[config.mk]
export PLATFORM = sky130hd
export DESIGN_NAME = uart_tx_frame
export DESIGN_NICKNAME = d
export VERILOG_FILES = /design/src/rtl/uart_pkg.sv /design/src/rtl/uart_baud_gen.sv /design/src/rtl/uart_tx_frame.sv
export SDC_FILE = /design/constraint.sdc
export NUM_CORES = 1
export LEC_CHECK = 0
export CAP_MARGIN = 40
export CORE_ASPECT_RATIO = 1.4
export CORE_UTILIZATION = 55
export DETAILED_ROUTE_END_ITERATION = 16
export GPL_TIMING_DRIVEN = 0
export MAX_ROUTING_LAYER = met4
export PLACE_DENSITY = 0.89
export SYNTH_ARGS = -nofsm -noshare
export SYNTH_HDL_FRONTEND = slang
export SYNTH_HIERARCHICAL = 1
export SYNTH_SLANG_ARGS = --single-unit
export TNS_END_PERCENT = 100
[constraint.sdc]
create_clock -name Clk -period 4.1 [get_ports Clk]
set_input_delay 0.82 -clock Clk [delete_from_list [all_inputs] [get_ports Clk]]
set_output_delay 0.82 -clock Clk [all_outputs]
set_load 0.005 [all_outputs]
[src/rtl/uart_pkg.sv]
// Purpose : shared constants for the UART transmitter (baud rates, parity modes, FSM states).
// Latency : n/a (declarations only).
// Backpressure: n/a.
package uart_pkg;

  // Supported line rates in bits per second
  localparam int BAUD_9600   = 9600;
  localparam int BAUD_19200  = 19200;
  localparam int BAUD_38400  = 38400;
  localparam int BAUD_57600  = 57600;
  localparam int BAUD_115200 = 115200;

  // Parity_mode encoding; code 3 behaves like "none"
  typedef enum logic [1:0] {
    PAR_NONE     = 2'd0,
    PAR_EVEN     = 2'd1,
    PAR_ODD      = 2'd2,
    PAR_NONE_ALT = 2'd3
  } parity_mode_e;

  // Transmit FSM state encoding
  typedef enum logic [2:0] {
    ST_IDLE   = 3'd0,
    ST_START  = 3'd1,
    ST_DATA   = 3'd2,
    ST_PARITY = 3'd3,
    ST_STOP   = 3'd4
  } tx_state_e;

endpackage

[src/rtl/uart_baud_gen.sv]
// Purpose : bit-period divider; emits a one-cycle bit_tick at the last clock of each bit period.
// Latency : first tick period-1 cycles after clear drops (counter runs 0..period-1).
// Backpressure: none; clear holds the counter at 0.
// Ports   : Clk, Rst_n (async active-low), clear (hold/restart), Baud_sel[2:0]
//           (0=9600,1=19200,2=38400,3=57600,4=115200,5..7=9600), bit_tick (out).
module uart_baud_gen
  import uart_pkg::*;
#(
  parameter int CLK_FREQ = 50000000
) (
  input  logic       Clk,
  input  logic       Rst_n,
  input  logic       clear,
  input  logic [2:0] Baud_sel,
  output logic       bit_tick
);

  // Sized for the slowest rate so no period can wrap the counter
  localparam int PER_MAX = CLK_FREQ / BAUD_9600;
  localparam int CNT_W   = (PER_MAX > 1) ? $clog2(PER_MAX) : 1;

  localparam int PER_9600   = CLK_FREQ / BAUD_9600;
  localparam int PER_19200  = CLK_FREQ / BAUD_19200;
  localparam int PER_38400  = CLK_FREQ / BAUD_38400;
  localparam int PER_57600  = CLK_FREQ / BAUD_57600;
  localparam int PER_115200 = CLK_FREQ / BAUD_115200;

  logic [CNT_W-1:0] r_cnt;
  logic [CNT_W-1:0] w_last;
  logic             w_tick;

  always_comb begin
    w_last = CNT_W'(PER_9600 - 1);
    case (Baud_sel)
      3'd1:    w_last = CNT_W'(PER_19200 - 1);
      3'd2:    w_last = CNT_W'(PER_38400 - 1);
      3'd3:    w_last = CNT_W'(PER_57600 - 1);
      3'd4:    w_last = CNT_W'(PER_115200 - 1);
      default: w_last = CNT_W'(PER_9600 - 1);
    endcase
  end

  assign w_tick   = !clear && (r_cnt == w_last);
  assign bit_tick = w_tick;

  always_ff @(posedge Clk or negedge Rst_n) begin
    if (!Rst_n) begin
      r_cnt <= '0;
    end else if (clear || w_tick) begin
      r_cnt <= '0;
    end else begin
      r_cnt <= r_cnt + 1'b1;
    end
  end

endmodule

[src/rtl/uart_tx_frame.sv]
// Purpose : UART frame transmitter (start, DATA_W bits LSB first, optional parity, 1 or 2 stop bits).
// Latency : start bit on Uart_tx the cycle after an accepted En; Tx_done the cycle after the last stop period.
// Backpressure: none; En is ignored (not queued) while Uart_state=1, accepted again in the Tx_done cycle.
// Ports   : Clk, Rst_n (async active-low), En, Baud_sel[2:0], Parity_mode[1:0] (0/3 none,1 even,2 odd),
//           Stop2, Data_byte[DATA_W-1:0]; out Uart_tx (registered, idle high), Uart_state (busy), Tx_done (pulse).
module uart_tx_frame
  import uart_pkg::*;
#(
  parameter int CLK_FREQ = 50000000,
  parameter int DATA_W   = 8
) (
  input  logic              Clk,
  input  logic              Rst_n,
  input  logic              En,
  input  logic [2:0]        Baud_sel,
  input  logic [1:0]        Parity_mode,
  input  logic              Stop2,
  input  logic [DATA_W-1:0] Data_byte,
  output logic              Uart_tx,
  output logic              Uart_state,
  output logic              Tx_done
);

  localparam int               BIT_W    = $clog2(DATA_W + 1);
  localparam logic [BIT_W-1:0] LAST_BIT = BIT_W'(DATA_W - 1);

  tx_state_e         r_state;
  tx_state_e         w_state_nxt;
  logic [BIT_W-1:0]  r_bit_cnt;
  logic [BIT_W-1:0]  w_bit_cnt_nxt;
  logic [DATA_W-1:0] r_shift;
  logic [DATA_W-1:0] w_shift_nxt;
  logic [2:0]        r_baud_sel;
  logic              r_par_en;
  logic              r_par_bit;
  logic              r_stop2;
  logic              r_tx;
  logic              r_done;
  logic              w_accept;
  logic              w_tick;
  logic              w_clear;
  logic              w_tx_nxt;
  logic              w_done_nxt;

  assign w_accept = (r_state == ST_IDLE) && En;

  // Divider is held cleared in IDLE so the start bit gets a full period from the accept edge
  uart_baud_gen #(
    .CLK_FREQ (CLK_FREQ)
  ) u_baud_gen (
    .Clk      (Clk),
    .Rst_n    (Rst_n),
    .clear    (w_clear),
    .Baud_sel (r_baud_sel),
    .bit_tick (w_tick)
  );

  // State register plus captured frame configuration
  always_ff @(posedge Clk or negedge Rst_n) begin
    if (!Rst_n) begin
      r_state    <= ST_IDLE;
      r_bit_cnt  <= '0;
      r_shift    <= '0;
      r_baud_sel <= '0;
      r_par_en   <= 1'b0;
      r_par_bit  <= 1'b0;
      r_stop2    <= 1'b0;
      r_tx       <= 1'b1;
      r_done     <= 1'b0;
    end else begin
      r_state   <= w_state_nxt;
      r_bit_cnt <= w_bit_cnt_nxt;
      r_shift   <= w_shift_nxt;
      r_tx      <= w_tx_nxt;
      r_done    <= w_done_nxt;
      if (w_accept) begin
        r_baud_sel <= Baud_sel;
        r_par_en   <= (Parity_mode == PAR_EVEN) || (Parity_mode == PAR_ODD);
        // Parity is fixed at capture time: XOR of data, inverted for odd
        r_par_bit  <= (^Data_byte) ^ (Parity_mode == PAR_ODD);
        r_stop2    <= Stop2;
      end
    end
  end

  // Next-state logic
  always_comb begin
    w_state_nxt   = r_state;
    w_bit_cnt_nxt = r_bit_cnt;
    w_shift_nxt   = r_shift;
    case (r_state)
      ST_IDLE: begin
        if (En) begin
          w_state_nxt   = ST_START;
          w_bit_cnt_nxt = '0;
          w_shift_nxt   = Data_byte;
        end
      end
      ST_START: begin
        if (w_tick) w_state_nxt = ST_DATA;
      end
      ST_DATA: begin
        if (w_tick) begin
          w_shift_nxt = r_shift >> 1;
          if (r_bit_cnt == LAST_BIT) begin
            w_bit_cnt_nxt = '0;
            w_state_nxt   = r_par_en ? ST_PARITY : ST_STOP;
          end else begin
            w_bit_cnt_nxt = r_bit_cnt + 1'b1;
          end
        end
      end
      ST_PARITY: begin
        if (w_tick) w_state_nxt = ST_STOP;
      end
      ST_STOP: begin
        // bit counter doubles as the stop-period counter
        if (w_tick) begin
          if (r_stop2 && (r_bit_cnt == '0)) begin
            w_bit_cnt_nxt = r_bit_cnt + 1'b1;
          end else begin
            w_bit_cnt_nxt = '0;
            w_state_nxt   = ST_IDLE;
          end
        end
      end
      default: w_state_nxt = ST_IDLE;
    endcase
  end

  // Output logic: line level is decided from the next state and registered, so it is glitch-free
  always_comb begin
    w_tx_nxt = 1'b1;
    case (w_state_nxt)
      ST_START:  w_tx_nxt = 1'b0;
      ST_DATA:   w_tx_nxt = w_shift_nxt[0];
      ST_PARITY: w_tx_nxt = r_par_bit;
      default:   w_tx_nxt = 1'b1;
    endcase
    w_done_nxt = (r_state == ST_STOP) && (w_state_nxt == ST_IDLE);
    w_clear    = (r_state == ST_IDLE);
  end

  assign Uart_tx    = r_tx;
  assign Uart_state = (r_state != ST_IDLE);
  assign Tx_done    = r_done;

endmodule

# After elaboration in Yosys (flattened, before gate mapping)
# Index checks and enable logic that the tools add are counted.
# classes
n_addsub,2
eq_ne,18
mux,21
bitwise,1
n_reduce_logical,16
# op_table
operator,count
$pmux W13 S4,1
$mux W3,8
$mux W4,5
$eq A3 B2 Y1 const B,6
$mux W8,2
$pmux W8 S2,1
$pmux W3 S5,1
$add A13 B1 Y13 const B,1
$eq A13 B13 Y1,1
$mux W13,1
$pmux W4 S3,1
$eq A3 B1 Y1 const B,3
$reduce_xor A8 Y1,1
$eq A3 B3 Y1 const B,2
$logic_not A3 Y1,2
$reduce_bool A3 Y1,2
$add A4 B1 Y4 const B,1
$eq A4 B3 Y1 const B,1
$logic_and A1 B1 Y1,4
$logic_not A4 Y1,1
$ne A2 B1 Y1 const B,2
$reduce_and A4 Y1,1
$pmux W1 S3,1
$reduce_and A3 Y1,1
7 further kinds,8
# word_totals
register_bits,36
input_bits,17
wordCells,69

# Depth between registers and ports, before layout
# logic_depth
depth_word,8
depth_mapped,11
ltp_nobuf,9

# Hierarchy
# The synthesis kept the hierarchy.
# by_module_without_submodules
mod,n_inst,cells_per_inst,area_each_um2
uart_tx_frame,1,116,1257.5
uart_baud_gen,1,89,888.4

# Least setup slack after synthesis
# No wires, ideal clock.
# synth_timing
path_kind,flip-flop to flip-flop
from,register r_baud_sel[0]
to,"register r_tx, in the netlist Uart_tx"
setup_ns,0.082
arrival_time_ns,2.905
required_time_ns,4.018
path_slack_ns,1.113
stages_incl_launch_ff,12
cell_sequence,dfrtp_1 buf_6 or4b_1 o22ai_1 o221a_2 nand4_1 nor2_1 nor4bb_1 buf_2 nor3b_1 or4b_1 mux2_2
# synth_via
elab_chain_len,8
elab_cells_between_ends,18
classes_between,8 x eq/ne; 9 x mux; 1 x reduce/logical
# synth_lines
element,line,rtl
start: declaration,uart_tx_frame.sv:33,logic [2:0] r_baud_sel;
start signal: assignment,uart_tx_frame.sv:77,r_baud_sel <= Baud_sel;
$eq A3 B3 Y1 (tied with other cells),uart_baud_gen.sv:34,case (Baud_sel)
$pmux W13 S4 (*),uart_baud_gen.sv:34,
$eq A13 B13 Y1 (*),uart_baud_gen.sv:43,assign w_tick = !clear && (r_cnt == w_last);
$logic_and A1 B1 Y1 (*),uart_baud_gen.sv:43,
via w_tick,uart_tx_frame.sv:40,logic w_tick;
"$mux W3, on equally long branches",-,
$pmux W3 S5,uart_tx_frame.sv:91,case (r_state)
$eq A3 B2 Y1 or $eq A3 B1 Y1 (tied branches),uart_tx_frame.sv:134,case (w_state_nxt)
$pmux W1 S3 (*),uart_tx_frame.sv:134,
via w_tx_nxt,uart_tx_frame.sv:42,logic w_tx_nxt;
end signal: assignment,uart_tx_frame.sv:74,r_tx <= w_tx_nxt;
end: declaration,uart_tx_frame.sv:37,logic r_tx;
# The timed path passes the listed nets; every way through them passes the cells marked *. The select of a mux whose other input is x is not followed.
# A chain may end at the register's enable or synchronous reset.

# Worst setup path in the final report
# Ends and elaborated chain as after synthesis.

==> results_dict.tcl <==
set metrics [dict create \
    die_w_um 54.8 \
    synth_area_leaders "dfrtp_1 (41%), xor2_1 (4.1%), nor2_1 (3.8%)" \
    cts_tree "built" \
    grt_max_degree 37 \
    tightest_slew_ns 0.761 \
    drt-wirelength-per-cell_um 14.2 \
    worst_ep_required_time_ns 4.32 \
    path_clk_slew_ns 0.07 \
    diodes 0 \
    synth_cells 205 \
    start_kind "flip-flop" \
    hpwl_um 2890 \
    ir_drop_mv 0.389 \
    grt_first_pass_wirelength_um 6780 \
    path_common_cell "or4b_1" \
    grt_usage_pct 22.6 \
    crit_fanout 10 \
    die_h_um 75.9 \
    cts_buffers 5 \
    dieArea_mm2 0.00416 \
    io_buffer_count 19 \
    synth_area_per_cell_um2 10.5 \
    yosysUniqueCellTypes 57 \
    slowest_delay_ns 0.53 \
    synth_top_cell_by_area "dfrtp_1" \
    path_cells "buf_6 -> or4b_1 -> o22ai_1 -> o221a_2 -> nand4_1 -> nor2_1 -> nor4bb_1 -> buf_2 -> nor3b_1 -> or4b_1 -> mux2_2" \
    synth-seq-cells 36 \
    antenna_found_initial 0 \
    fin_crit_ns 3.33 \
    insertion_delay_ns 0.29 \
    drc 0 \
    core-area_mm2 0.00368 \
    cp_slowest_cell "or4b_1" \
    relSlewSlack_pct 49.3 \
    endpoint_kind "flip-flop" \
    hold_buffers 0 \
    postCtsSetupRepairBufs 0 \
    viasPerCell 5.88 \
    max_freq_mhz 300 \
    syn_nets 226 \
    clk_path_buf_depth 2 \
    wl_um 3900 \
    start_util_pct 58.4 \
    finalSetupViolations 0 \
    cts.sinks 36 \
    critical_path_class "flip-flop to flip-flop" \
    root_buffer "clkbuf_8" \
    finalClockSkew_ns 0.00921 \
    p_leak_nw 1.12 \
    holdCritPathClass "flip-flop to flip-flop" \
    rows 26 \
    synth_top_flop_cell "dfrtp_1" \
    maxCapViolations 0 \
    cts_resized 0 \
    fin_worst_hold_slack_ns 0.482 \
    synth_seq_area_share_pct 42.0 \
    drt_first_pass_iters 4 \
    post-route-util_pct 67.4 \
    grt_pass1_vias 1604 \
    status "finished, final reports clean" \
    async_reset_ff_share_pct 100 \
    final.setup.tns_ns 0 \
    pin_count 20 \
    first_iter_violations 42 \
    synth_edf_count 0 \
    drtAntennaViolNets 0 \
    final_nets 252 \
    mostFrequentLayoutCells "dfrtp_1 (35), nor2_1 (22), clkdlybuf4s50_1 (18)" \
    drive_gt1_share_pct 15.1 \
    arrival_ns 3.55 \
    ys_warn_count 6 \
    area_growth_syn_to_layout_pct 15.4 \
    synth_top_area_share_pct 40.8 \
    drv_slew 0 \
    powerDensity_mw_per_mm2 409 \
    final.period_utilization_pct 81.3 \
    hold_viol 0 \
    syn_area_mm2 0.00215 \
    vias 1610 \
    routabilityCongestion 0.860 \
    h-tree-depth 2 \
    grt_remaining_overflow 0 \
    final_common_cell "dfrtp_1" \
    rsz0062_at_grt "no" \
]
registers in the layout, summed over array words and instances, names as in the netlist, 3 cells and up:
| register | count |
|---|---|
| r_bit_cnt | 4 |
| u_baud_gen/r_cnt | 13 |
| r_baud_sel | 3 |
| r_shift | 8 |
| r_state | 3 |
cell type report:
class / instances / area (µm²)
Clock buffer: 6 / 82.6
Clock inverter: 2 / 10.0
Timing Repair Buffer: 19 / 185
Tap cell: 42 / 52.6
Multi-Input combinational cell: 151 / 1110
Sequential cell: 36 / 902
Fill cell: 272 / 1200
Inverter: 9 / 33.8
Buffer: 9 / 101
worst paths after layout:
kind,from,end,slack [ns],depth (start not counted)
hold reg to reg,r_shift[4],r_shift[4],0.48,2
hold / removal,r_shift[4],r_shift[4],0.48,2
setup reg to reg,r_baud_sel[0],Uart_tx,0.77,11
min in group asynchronous,Rst_n,r_baud_sel[1],0.60,1
setup / recovery,r_baud_sel[0],Uart_tx,0.77,11
max in group asynchronous,Rst_n,r_shift[3],3.01,1
cell usage after synthesis (2+ instances only):
library cell and instances:
nor3_1 2, mux2_2 7, xnor2_1 9, nand3b_1 4, nand2_1 17, a21oi_1 5
buf_2 2, ha_1 4, or4b_1 2, a22oi_1 6, inv_1 8, and3_1 6
a32oi_1 2, and4b_2 2, nand3_1 4, nor4bb_1 4, nand2b_1 2, nor2_1 22
dfrtp_1 35, buf_6 3, a211o_1 2, nor3b_1 5, o21ai_0 2, xor2_1 10
nor4b_1 5, a22o_1 4
layer usage:
layer  GRT usage [%]  vias to the layer above  wire length [µm]
met5               -                        -                 0
met4            7.95                        0                63
met3            5.82                        8               121
met2            37.8                       29              2080
met1            24.5                      784              1640
li1                -                      789                 -
per-stage QoR:
step / setup slack (ns) / instance area, µm² / power [mW] / cells
after floorplan: 1.11 / 2150 / 0.686 / 205
after global placement: 0.817 / 2390 / 0.754 / 266
after detailed placement: 0.795 / 2380 / 0.765 / 266
after CTS: 0.767 / 2480 / 1.02 / 274
after global routing: 0.455 / 2480 / 1.07 / 274
final: 0.768 / 2480 / 1.01 / 274
worst max-delay path, delay by kind of cell, from the launching register on:
family,cells,cell delay [ns]
AO/OA/AOI/OAI,2,0.36
buffers and inverters,2,0.38
flip-flops,1,0.39
multiplexers,1,0.27
AND/OR/NAND/NOR,6,1.87
report_power, final:
part / leakage (nW) / internal [mW] / switching (mW) / total (mW)
Sequential: 0.464 / 0.423 / 0.0664 / 0.490
Clock: 0.0510 / 0.134 / 0.122 / 0.256
Combinational: 0.606 / 0.148 / 0.119 / 0.267
cells by family (layout without fill, tap and decap cells):
logic type | count (synthesis) | count (layout) | share of synthesized area (%)
compound gates | 30 | 30 | 10.7
xor+xnor | 20 | 20 | 8.80
fa+ha+maj | 5 | 5 | 2.80
buf+inv | 18 | 45 | 6.30
flops | 36 | 36 | 42.0
mux | 8 | 8 | 4.14
simple gates | 88 | 88 | 25.2
Note: power is estimated with default switching activity, not from simulation.
